File: config.mk
export PLATFORM = sky130hd
export DESIGN_NAME = pipeline_ctrl_unit_flat
export DESIGN_NICKNAME = d
export VERILOG_FILES = /design/src/rtl/pipeline_ctrl_if.sv /design/src/rtl/pipeline_ctrl_unit.sv /design/src/flat_wrapper.sv
export SDC_FILE = /design/constraint.sdc
export NUM_CORES = 1
export LEC_CHECK = 0
export BUFFER_PORTS_ARGS = -buffer_cell sky130_fd_sc_hd__clkbuf_2
export CORE_ASPECT_RATIO = 1.4
export CORE_MARGIN = 8
export CORE_UTILIZATION = 30
export DETAILED_ROUTE_END_ITERATION = 16
export GPL_ROUTABILITY_DRIVEN = 1
export PLACE_DENSITY = 0.6
export SLEW_MARGIN = 5
export SYNTH_ARGS = -nofsm -noshare
export SYNTH_HDL_FRONTEND = slang
export SYNTH_SLANG_ARGS = --single-unit
File: constraint.sdc
create_clock -name clk -period 2.85 [get_ports clk]
set_input_delay 0.57 -clock clk [delete_from_list [all_inputs] [get_ports clk]]
set_output_delay 0.57 -clock clk [all_outputs]
set_load 0.05 [all_outputs]
File: src/rtl/pipeline_ctrl_if.sv
// Handshake bundle between the pipeline stage status signals and the control unit.
// The master drives stage status and the slave returns retain/clear controls and status.
interface pipeline_ctrl_if #(
  parameter int CNT_W = 8
);
  logic             d_valid;
  logic             d_load_use;
  logic             a_valid;
  logic             a_mem_access;
  logic             dc_ready;
  logic             a_mispredict;
  logic             a_halt;
  logic             w_valid;
  logic             w_halt;
  logic             irq;
  logic             pc_retain;
  logic             i2d_retain;
  logic             i2d_clear;
  logic             d2a_retain;
  logic             d2a_clear;
  logic             a2w_retain;
  logic             a2w_clear;
  logic             halted;
  logic             int_ack;
  logic             mem_timeout;
  logic [CNT_W-1:0] stall_cnt;

  modport master (
    output d_valid, d_load_use, a_valid, a_mem_access, dc_ready,
           a_mispredict, a_halt, w_valid, w_halt, irq,
    input  pc_retain, i2d_retain, i2d_clear, d2a_retain, d2a_clear,
           a2w_retain, a2w_clear, halted, int_ack, mem_timeout, stall_cnt
  );

  modport slave (
    input  d_valid, d_load_use, a_valid, a_mem_access, dc_ready,
           a_mispredict, a_halt, w_valid, w_halt, irq,
    output pc_retain, i2d_retain, i2d_clear, d2a_retain, d2a_clear,
           a2w_retain, a2w_clear, halted, int_ack, mem_timeout, stall_cnt
  );
endinterface

File: src/rtl/pipeline_ctrl_unit.sv
// Retain/clear control for the PC, i2d, d2a and a2w registers, with a halt/interrupt
// drain FSM and a saturating watchdog on d-cache stall length.
module pipeline_ctrl_unit #(
  parameter int STALL_LIMIT = 255,
  parameter int CNT_W       = 8
) (
  input  logic               clk,
  input  logic               n_rst,
  pipeline_ctrl_if.slave     bus
);

  typedef enum logic [1:0] {RUN, INT_DRAIN, HALT_DRAIN, HALTED} state_t;

  localparam logic [CNT_W-1:0] LIMIT_CNT = CNT_W'(STALL_LIMIT - 1);

  state_t           state_reg;
  logic             halted_reg;
  logic             int_ack_reg;
  logic             mem_timeout_reg;
  logic [CNT_W-1:0] stall_cnt_reg;

  logic mem_stall, mp, lu, drained;
  logic pc_r, i2d_r, i2d_c, d2a_r, d2a_c, a2w_c;

  assign mem_stall = bus.a_valid & bus.a_mem_access & ~bus.dc_ready;
  assign mp        = bus.a_valid & bus.a_mispredict;
  assign lu        = bus.d_valid & bus.d_load_use & bus.a_valid & bus.a_mem_access;
  assign drained   = ~bus.d_valid & ~bus.a_valid & ~bus.w_valid & ~mem_stall;

  always_comb begin
    pc_r  = 1'b0;
    i2d_r = 1'b0;
    i2d_c = 1'b0;
    d2a_r = 1'b0;
    d2a_c = 1'b0;
    a2w_c = 1'b0;
    if (!n_rst || state_reg == HALTED) begin
      pc_r  = 1'b1;
      i2d_c = 1'b1;
      d2a_c = 1'b1;
      a2w_c = 1'b1;
    end else begin
      if (state_reg == INT_DRAIN) begin
        pc_r  = 1'b1;
        i2d_c = 1'b1;
      end
      if (state_reg == HALT_DRAIN) begin
        pc_r  = 1'b1;
        i2d_c = 1'b1;
        d2a_c = 1'b1;
      end
      if (mem_stall) begin
        pc_r  = 1'b1;
        i2d_r = 1'b1;
        d2a_r = 1'b1;
        a2w_c = 1'b1;
      end else if (mp) begin
        // PC must load the corrected target even while fetch is otherwise stopped
        pc_r  = 1'b0;
        i2d_c = 1'b1;
        d2a_c = 1'b1;
      end else if (lu) begin
        pc_r  = 1'b1;
        i2d_r = 1'b1;
        d2a_c = 1'b1;
      end
      i2d_c = i2d_c & ~i2d_r;
      d2a_c = d2a_c & ~d2a_r;
    end
  end

  always_ff @(posedge clk) begin
    if (!n_rst) begin
      state_reg       <= RUN;
      halted_reg      <= 1'b0;
      int_ack_reg     <= 1'b0;
      mem_timeout_reg <= 1'b0;
      stall_cnt_reg   <= '0;
    end else begin
      int_ack_reg <= 1'b0;
      case (state_reg)
        RUN: begin
          if (bus.a_valid & bus.a_halt & ~mp & ~mem_stall)
            state_reg <= HALT_DRAIN;
          else if (bus.irq & ~mem_stall)
            state_reg <= INT_DRAIN;
        end
        INT_DRAIN: begin
          if (drained) begin
            state_reg   <= RUN;
            int_ack_reg <= 1'b1;
          end
        end
        HALT_DRAIN: begin
          if (bus.w_valid & bus.w_halt) begin
            state_reg  <= HALTED;
            halted_reg <= 1'b1;
          end
        end
        HALTED:  state_reg <= HALTED;
        default: state_reg <= RUN;
      endcase

      if (mem_stall) begin
        if (stall_cnt_reg != '1)
          stall_cnt_reg <= stall_cnt_reg + 1'b1;
        if (stall_cnt_reg == LIMIT_CNT)
          mem_timeout_reg <= 1'b1;
      end else begin
        stall_cnt_reg <= '0;
      end
    end
  end

  assign bus.pc_retain   = pc_r;
  assign bus.i2d_retain  = i2d_r;
  assign bus.i2d_clear   = i2d_c;
  assign bus.d2a_retain  = d2a_r;
  assign bus.d2a_clear   = d2a_c;
  assign bus.a2w_retain  = 1'b0;
  assign bus.a2w_clear   = a2w_c;
  assign bus.halted      = halted_reg;
  assign bus.int_ack     = int_ack_reg;
  assign bus.mem_timeout = mem_timeout_reg;
  assign bus.stall_cnt   = stall_cnt_reg;

endmodule

File: src/flat_wrapper.sv
// flat-port wrapper written by rule: the top's interface ports become plain ports
module pipeline_ctrl_unit_flat 
#(
  parameter int STALL_LIMIT = 255,
  parameter int CNT_W       = 8
)
  (clk, n_rst, bus_d_valid, bus_d_load_use, bus_a_valid, bus_a_mem_access, bus_dc_ready, bus_a_mispredict, bus_a_halt, bus_w_valid, bus_w_halt, bus_irq, bus_pc_retain, bus_i2d_retain, bus_i2d_clear, bus_d2a_retain, bus_d2a_clear, bus_a2w_retain, bus_a2w_clear, bus_halted, bus_int_ack, bus_mem_timeout, bus_stall_cnt);
  pipeline_ctrl_if #(.CNT_W(CNT_W)) bus_i ();
  input  logic clk;
  input  logic n_rst;
  input wire logic [$bits(bus_i.d_valid)-1:0] bus_d_valid;
  input wire logic [$bits(bus_i.d_load_use)-1:0] bus_d_load_use;
  input wire logic [$bits(bus_i.a_valid)-1:0] bus_a_valid;
  input wire logic [$bits(bus_i.a_mem_access)-1:0] bus_a_mem_access;
  input wire logic [$bits(bus_i.dc_ready)-1:0] bus_dc_ready;
  input wire logic [$bits(bus_i.a_mispredict)-1:0] bus_a_mispredict;
  input wire logic [$bits(bus_i.a_halt)-1:0] bus_a_halt;
  input wire logic [$bits(bus_i.w_valid)-1:0] bus_w_valid;
  input wire logic [$bits(bus_i.w_halt)-1:0] bus_w_halt;
  input wire logic [$bits(bus_i.irq)-1:0] bus_irq;
  output wire logic [$bits(bus_i.pc_retain)-1:0] bus_pc_retain;
  output wire logic [$bits(bus_i.i2d_retain)-1:0] bus_i2d_retain;
  output wire logic [$bits(bus_i.i2d_clear)-1:0] bus_i2d_clear;
  output wire logic [$bits(bus_i.d2a_retain)-1:0] bus_d2a_retain;
  output wire logic [$bits(bus_i.d2a_clear)-1:0] bus_d2a_clear;
  output wire logic [$bits(bus_i.a2w_retain)-1:0] bus_a2w_retain;
  output wire logic [$bits(bus_i.a2w_clear)-1:0] bus_a2w_clear;
  output wire logic [$bits(bus_i.halted)-1:0] bus_halted;
  output wire logic [$bits(bus_i.int_ack)-1:0] bus_int_ack;
  output wire logic [$bits(bus_i.mem_timeout)-1:0] bus_mem_timeout;
  output wire logic [$bits(bus_i.stall_cnt)-1:0] bus_stall_cnt;
  assign bus_i.d_valid = bus_d_valid;
  assign bus_i.d_load_use = bus_d_load_use;
  assign bus_i.a_valid = bus_a_valid;
  assign bus_i.a_mem_access = bus_a_mem_access;
  assign bus_i.dc_ready = bus_dc_ready;
  assign bus_i.a_mispredict = bus_a_mispredict;
  assign bus_i.a_halt = bus_a_halt;
  assign bus_i.w_valid = bus_w_valid;
  assign bus_i.w_halt = bus_w_halt;
  assign bus_i.irq = bus_irq;
  assign bus_pc_retain = bus_i.pc_retain;
  assign bus_i2d_retain = bus_i.i2d_retain;
  assign bus_i2d_clear = bus_i.i2d_clear;
  assign bus_d2a_retain = bus_i.d2a_retain;
  assign bus_d2a_clear = bus_i.d2a_clear;
  assign bus_a2w_retain = bus_i.a2w_retain;
  assign bus_a2w_clear = bus_i.a2w_clear;
  assign bus_halted = bus_i.halted;
  assign bus_int_ack = bus_i.int_ack;
  assign bus_mem_timeout = bus_i.mem_timeout;
  assign bus_stall_cnt = bus_i.stall_cnt;
  pipeline_ctrl_unit #(.STALL_LIMIT(STALL_LIMIT), .CNT_W(CNT_W)) u_core (.clk(clk), .n_rst(n_rst), .bus(bus_i));
endmodule
After elaboration in Yosys (flattened, before gate mapping)
Cells that the tools add are included.
{"block": "classes", "n_addsub": 1, "n_eq_ne": 8, "n_mux": 31, "bitwise": 24, "n_reduce_logical": 8}
{"op": "1-bit 2-to-1 mux", "n": 26}
{"op": "1-bit bitwise AND", "n": 16}
{"op": "8-bit by 1-bit adder with 8-bit output (second input constant)", "n": 1}
{"op": "8-bit equality test (second input constant)", "n": 1}
{"op": "2-bit 2-to-1 mux", "n": 4}
{"op": "8-bit inequality test (second input constant)", "n": 1}
{"op": "1-bit inverter", "n": 8}
{"op": "2-bit case mux with 4 select lines", "n": 1}
{"op": "2-bit AND reduction", "n": 4}
{"op": "2-bit equality test (second input constant)", "n": 2}
{"op": "3-bit by 1-bit inequality test with 1-bit output (second input constant)", "n": 1}
{"op": "3-bit AND reduction", "n": 1}
{"op": "2-bit by 1-bit equality test with 1-bit output (second input constant)", "n": 1}
{"op": "2-bit logical NOT", "n": 1}
{"op": "2-bit by 1-bit inequality test with 1-bit output (second input constant)", "n": 1}
{"op": "2-bit inequality test (second input constant)", "n": 1}
{"op": "1-bit logical NOT", "n": 1}
{"op": "1-bit logical OR", "n": 1}
{"block": "totals", "ff_bits": 13, "inputBits": 12, "output_inout_bits": 18, "wordCells": 77}

Depth between registers and ports, before layout
Gate-level depths: netlist of run 1.
{"block": "depth", "depth_word": 10, "ltp_mapped": 6, "mapped_depth_nobuf": 6}

Least setup slack after synthesis of run 1
No wires, ideal clock.
{"block": "synth_path", "path_kind": "input -> output", "startpoint": "input port bus_a_valid", "endpoint": "output port bus_i2d_clear", "arrival_time_ps": 1881, "required_ps": 2280, "path_slack_ps": 399, "stages": 4, "n_path_buf": 1, "cell_sequence": "buf_6 -> nand2_1 -> a21oi_1 -> o21ai_0"}
{"block": "synth_via", "elab_chain_cells": 9, "word_cells_on_any_way": 15, "cone_classes": "8 x mux; 7 x bitwise"}
{"element": "from (decl)", "line": "flat_wrapper.sv:13", "rtl": "input wire logic [$bits(bus_i.a_valid)-1:0] bus_a_valid;"}
{"element": "1-bit bitwise AND (2 in series)", "line": "pipeline_ctrl_unit.sv:27", "rtl": "assign lu = bus.d_valid & bus.d_load_use & bus.a_valid & bus.a_mem_access;"}
{"element": "1-bit 2-to-1 mux", "line": "pipeline_ctrl_unit.sv:62", "rtl": "end else if (lu) begin"}
{"element": "1-bit 2-to-1 mux", "line": "pipeline_ctrl_unit.sv:57", "rtl": "end else if (mp) begin"}
{"element": "1-bit 2-to-1 mux", "line": "pipeline_ctrl_unit.sv:52", "rtl": "if (mem_stall) begin"}
{"element": "1-bit 2-to-1 mux", "line": "pipeline_ctrl_unit.sv:37", "rtl": "if (!n_rst || state_reg == HALTED) begin"}
{"element": "1-bit inverter", "line": "pipeline_ctrl_unit.sv:67", "rtl": "i2d_c = i2d_c & ~i2d_r;"}
{"element": "1-bit bitwise AND (*)", "line": "pipeline_ctrl_unit.sv:67"}
{"element": "1-bit 2-to-1 mux (*)", "line": "pipeline_ctrl_unit.sv:37"}
{"element": "to (decl)", "line": "flat_wrapper.sv:23", "rtl": "output wire logic [$bits(bus_i.i2d_clear)-1:0] bus_i2d_clear;"}
Every way passes the cells marked *; elsewhere a longest branch is shown, timed or not. The select of a mux whose other input is x is not followed.

Worst setup path in the final report of run 1
{"block": "layout_path", "startpoint": "input port n_rst", "endpoint": "output port bus_d2a_retain"}
{"block": "layout_via", "elab_chain_cells": 3}
{"element": "from (decl)", "line": "flat_wrapper.sv:10", "rtl": "input logic n_rst;"}
{"element": "1-bit logical NOT", "line": "pipeline_ctrl_unit.sv:37"}
{"element": "1-bit logical OR", "line": "pipeline_ctrl_unit.sv:37"}
{"element": "1-bit 2-to-1 mux", "line": "pipeline_ctrl_unit.sv:37"}
{"element": "to (decl)", "line": "flat_wrapper.sv:24", "rtl": "output wire logic [$bits(bus_i.d2a_retain)-1:0] bus_d2a_retain;"}
No other way between the ends.

==> impl_metrics.env, run 1 <==
export IMPL_critPathRequiredTime_ns=2.28
export IMPL_hold_path_class="reg2reg"
export IMPL_synth_top_area_share_pct=32.2
export IMPL_largest_reg_flops=8
export IMPL_ff_latch_area_um2=260
export IMPL_max_freq_mhz=457
export IMPL_final_cell_count_no_fill=165
export IMPL_setup_tns_ns=0
export IMPL_period_minus_slack_ns=2.19
export IMPL_drtIter0Drc=6
export IMPL_grtUsageTotal_pct=9.73
export IMPL_post_place_ws_ns=0.661
export IMPL_period_share_pct=76.8
export IMPL_worst_setup_path_type="in2out"
export IMPL_htreeDepth=1
export IMPL_place_area_um2=970
export IMPL_drive_above_1_share_pct=24.8
export IMPL_drc=0
export IMPL_antenna_found_initial=0
export IMPL_switching_share_pct=41.2
export IMPL_cts_root_buffer="clkbuf_4"
export IMPL_syn_inst=100
export IMPL_maxCapViolCount=0
export IMPL_vdd_drop_max_uv=341
export IMPL_dieArea_um2=4630
export IMPL_grt_pass1_vias=885
export IMPL_cts_tree="done"
export IMPL_p_leak_nw=0.440
export IMPL_syn_area_per_cell_um2=8.07
export IMPL_synth_cell_types=34
export IMPL_grt_pass1_wl_um=3600
export IMPL_slew_viol_final=0
export IMPL_fillers=290
export IMPL_cts_setup_buffers=0
export IMPL_ant_nets=0
export IMPL_rsz0062_at_grt="no"
export IMPL_initial_core_util_pct=31.2
export IMPL_cts_sinks=13
export IMPL_clk_transition_reported_paths_ns=0.07
export IMPL_timing_final_ws_setup_ns=0.662
export IMPL_first_pass_iters=4
export IMPL_synth_fp_nets=119
export IMPL_ctsResizeCount=0
export IMPL_clock_latency_ns=0.28
export IMPL_cp_max_fo=9
export IMPL_io_pins=30
export IMPL_synth_edf_count=0
export IMPL_seqPwrFrac_pct=36.3
export IMPL_cp_end_kind="output port"
export IMPL_crit_arrival_ns=1.62
export IMPL_dp_hpwl_um=1720
export IMPL_port_buffers=28
export IMPL_gp_congestion=0.798
export IMPL_coreArea_um2=2590
export IMPL_cp_start_kind="input pin"
export IMPL_synth_top_flop_cell="dfxtp_1"
export IMPL_syn_to_final_growth_pct=23.4
export IMPL_yosysMostFrequentCell="dfxtp_1"
export IMPL_vias_per_cell=4.83
export IMPL_row_count=22
export IMPL_pwr_share_comb_pct=44.3
export IMPL_grt_max_degree=10
export IMPL_ys_seq_area_share_pct=32.2
export IMPL_die_h_um=77.4
export IMPL_multi_input_area_um2=502
export IMPL_cts_hold_buf=0
export IMPL_via_count=797
export IMPL_fin_skew_ns=0.00446
export IMPL_synth_seq_cells=13
export IMPL_p_per_area_nw_per_um2=580
export IMPL_clkPwrFrac_pct=19.4
export IMPL_wire_per_inst_um=12.7
export IMPL_p_sw_mw=0.238
export IMPL_ys_top_cells_by_count="dfxtp_1 (13), nand2_1 (11), nor2_1 (8)"
export IMPL_finalNetCount=149
export IMPL_yosys_warnings=0
export IMPL_placed_cells=161
export IMPL_outcome="finished clean"
export IMPL_cts_buffer_depth=2
export IMPL_cts_buffers=3
export IMPL_grt_overflow=0
export IMPL_synth_largest_area_cell="dfxtp_1"
export IMPL_mappedNetlistArea_um2=807
export IMPL_hold_viol=0
export IMPL_p_total_mw=0.578
export IMPL_antennaDiodeCount=0
export IMPL_wirelength_um=2100
export IMPL_finalSetupViolCount=0
export IMPL_p_int_mw=0.340
export IMPL_die_x_um=59.8
export IMPL_synth_area_top_cells="dfxtp_1 (32%), ha_1 (11%), nand2_1 (5.1%), nor2_1 (3.7%), a21oi_1 (3.1%)"
export IMPL_async_flop_share_pct=0
export IMPL_fin_area_um2=996
final timing paths:
kind / start / endpoint / slack (ns) / cells past startpoint
setup / recovery: n_rst / bus_d2a_retain / 0.66 / 4
hold / removal: u_core.bus.mem_timeout / u_core.bus.mem_timeout / 0.49 / 1
setup reg to reg: u_core.state_reg[0] / u_core.state_reg[0] / 1.02 / 6
hold reg to reg: u_core.bus.mem_timeout / u_core.bus.mem_timeout / 0.49 / 1
per-stage QoR:
step	hold WS (ns)	utilization, %
global route	0.486	38.5
detailed placement	0.481	37.5
global placement	0.473	37.5
finish	0.485	38.5
CTS	0.485	38.5
floorplan	0.469	-
worst max-delay path, stage by stage:
cell and delay [ns]:
clkbuf_2 0.17, nand4b_1 0.37, nor2_1 0.21, clkbuf_2 0.30
kinds of logic after synthesis:
family | count (synthesis) | share of synthesized area [%]
muxes | 2 | 2.48
buffers and inverters | 9 | 5.58
DFF | 13 | 32.2
adders and majority gates | 7 | 10.9
AOI/OAI and AO/OA | 22 | 17.5
xor gates and xnor gates | 2 | 2.17
other | 1 | 0.465
and+or+nand+nor | 44 | 28.7
layout by cell type (no fill, tap or decap), drive strengths merged, types with 2 or more instances in the layout:
cell,count
a21boi,2
a21oi,6
a31oi,4
clkbuf,32
dfxtp,13
ha,7
inv,6
mux2i,2
nand2,11
nand2b,2
nand3,3
nand3b,3
nand4,2
nand4b,2
nor2,8
nor2b,3
nor3,4
nor4,2
o21a,3
o21ai,3
xnor2,2
area by class of cell:
| type | count | area share [%] |
|---|---|---|
| Multi-Input combinational cell | 78 | 50.4 |
| Inverter | 6 | 2.26 |
| Clock buffer | 4 | 2.64 |
| Timing Repair Buffer | 28 | 14.1 |
| Tap cell | 36 | 4.52 |
| Sequential cell | 13 | 26.1 |
power groups by stage:
stage                     logic, mW  registers (mW)  clock network [mW]
after CTS                     0.258           0.210               0.118
after detailed placement      0.256           0.214                   0
after global placement        0.251           0.213                   0
final                         0.256           0.210               0.112
after global routing          0.281           0.211               0.126
after floorplan               0.191           0.217                   0
routing by layer:
layer / routed length [µm] / global-route usage, %
met5: 0 / 0
met1: 904 / 10.2
met3: 161 / 2.97
met2: 1020 / 16.8
met4: 12 / 4.80
(Power assumes the default switching activity.)
==> inputs of run 2 (changes only) <==
PLACE_DENSITY = 0.62   (was 0.6)
clock period = 1.9 ns   (was 2.85 ns; I/O delays follow)
==> impl_metrics.env, run 2 (synthesis gave the netlist of run 1 again) <==
export IMPL_outcome="finished clean"
export IMPL_gp_congestion=0.821
export IMPL_max_stage_delay_ns=0.36
export IMPL_postLayoutCoreUtil_pct=39.6
export IMPL_critPathRequiredTime_ns=1.52
export IMPL_clock_latency_ns=0.27
export IMPL_grt_overflow=0
export IMPL_p_per_area_nw_per_um2=852
export IMPL_setup_tns_ns=0
export IMPL_rsz0062_at_grt="no"
export IMPL_via_count=823
export IMPL_p_sw_mw=0.350
export IMPL_coreArea_um2=2590
export IMPL_drc=0
export IMPL_ant_nets=0
export IMPL_final_cell_count_no_fill=166
export IMPL_port_buffers=28
export IMPL_cts_root_buffer="clkbuf_4"
export IMPL_dp_hpwl_um=1650
export IMPL_switching_share_pct=40.1
export IMPL_hold_start="bus_w_valid"
export IMPL_crit_arrival_ns=1.41
export IMPL_slowest_stage="dfxtp_2"
export IMPL_cts_tree="done"
export IMPL_layout_common_cells="clkbuf_2 (25), nand2_1 (11), dfxtp_1 (11)"
export IMPL_grtUsageTotal_pct=8.72
export IMPL_clkPwrFrac_pct=19.1
export IMPL_grt_pass1_wl_um=3290
export IMPL_drive_above_1_share_pct=28.5
export IMPL_vias_per_cell=4.96
export IMPL_cp_end_kind="output port"
export IMPL_cp_start_kind="register"
export IMPL_die_x_um=59.8
export IMPL_p_int_mw=0.522
export IMPL_final_common_cell="clkbuf_2"
export IMPL_period_minus_slack_ns=1.79
export IMPL_first_pass_iters=4
export IMPL_cts_hold_buf=0
export IMPL_fin_area_um2=1020
export IMPL_wire_per_inst_um=12.2
export IMPL_startpoint="u_core.state_reg[0]"
export IMPL_maxCapViolCount=0
export IMPL_cts_buffers=3
export IMPL_placed_cells=162
export IMPL_worst_setup_path_type="reg2out"
export IMPL_grt_pass1_vias=795
export IMPL_place_area_um2=980
export IMPL_fin_skew_ns=0.00370
export IMPL_antennaDiodeCount=0
export IMPL_grt_max_degree=10
export IMPL_die_h_um=77.4
export IMPL_max_freq_mhz=558
export IMPL_hold_viol=0
export IMPL_crit_chain="inv_1 -> ha_1 -> nand2_1 -> nand3b_1 -> clkbuf_2"
export IMPL_r2r_start="u_core.state_reg[0]"
export IMPL_p_leak_nw=0.452
export IMPL_vdd_drop_max_uv=610
export IMPL_htreeDepth=1
export IMPL_wirelength_um=2030
export IMPL_slew_viol_final=0
export IMPL_drtIter0Drc=37
export IMPL_largest_reg_flops=8
export IMPL_pwr_share_comb_pct=44.5
export IMPL_antenna_found_initial=0
export IMPL_syn_to_final_growth_pct=26.8
export IMPL_io_pins=30
export IMPL_cts_buffer_depth=2
export IMPL_seqPwrFrac_pct=36.4
export IMPL_cts_setup_buffers=0
export IMPL_hold_path_class="in2reg"
export IMPL_p_total_mw=0.872
export IMPL_finalSetupViolCount=0
export IMPL_row_count=22
export IMPL_dieArea_um2=4630
export IMPL_finalNetCount=150
export IMPL_period_share_pct=94.4
export IMPL_cts_sinks=13
export IMPL_initial_core_util_pct=31.2
export IMPL_clk_transition_reported_paths_ns=0.08
export IMPL_cp_max_fo=4
==> run 2: cell count changes in the layout (fill, tap and decap cells not counted), moves of 2 or more <==
| cell | change |
|---|---|
| clkbuf_2 | -3 |
| dfxtp_2 | +2 |
| o21ai_1 | +2 |
| clkbuf_4 | +2 |
| buf_4 | +2 |
| o21ai_0 | -2 |
| dfxtp_1 | -2 |
==> run 2: final timing paths <==
| path | endpoint | depth (start not counted) | slack, ns |
|---|---|---|---|
| max | bus_pc_retain | 5 | 0.11 |
| min | u_core.bus.int_ack | 2 | 0.32 |
| max reg2reg | u_core.state_reg[0] | 6 | 0.16 |
| min reg2reg | u_core.bus.mem_timeout | 1 | 0.48 |
==> run 2: what timing repair did <==
| item | CTS | global route |
|---|---|---|
| cloned | 0 | 0 |
| endpoints found under the setup margin | 3 | 4 |
| pin swaps | 0 | 0 |
| gates resized for setup | 4 | 5 |
| endpoints found under the hold margin | 0 | 0 |
==> run 2: layer usage <==
layer	share of wire [%]	up-vias	global-route usage, %
met5	0	-	0
met4	1.3	0	3.84
met3	9.1	4	3.47
met2	45	41	14.0
met1	44	367	9.76
li1	-	411	-
==> run 2: critical path, delay by kind of cell, from the launching register on <==
| family | cells | cell delay, ns |
|---|---|---|
| fa+ha+maj | 1 | 0.30 |
| flops | 1 | 0.36 |
| buf+inv | 2 | 0.35 |
| simple gates | 2 | 0.13 |
==> run 2: power groups by stage <==
| stage | sequential [mW] | clock [mW] | combinational [mW] |
|---|---|---|---|
| floorplan | 0.325 | 0 | 0.289 |
| global placement | 0.318 | 0 | 0.371 |
| detailed placement | 0.319 | 0 | 0.378 |
| CTS | 0.313 | 0.176 | 0.387 |
| global route | 0.321 | 0.190 | 0.421 |
| finish | 0.317 | 0.167 | 0.388 |
==> run 2: cell type report <==
cell class / instances / area [µm²]
fillers: 280 / 1560
multi-input cells: 78 / 512
flip-flops and latches: 13 / 263
repair buffers: 29 / 155
well taps: 36 / 45.0
clock buffers: 4 / 26.3
inverters: 6 / 22.5
==> run 2: metrics by stage <==
step / hold WS (ns) / worst slack (ns)
2_1_floorplan: 0.456 / 0.0587
3_3_place_gp: 0.462 / 0.184
3_5_place_dp: 0.467 / 0.133
4_1_cts: 0.299 / 0.00871
5_1_grt: 0.294 / 0.00202
6_report: 0.318 / 0.107
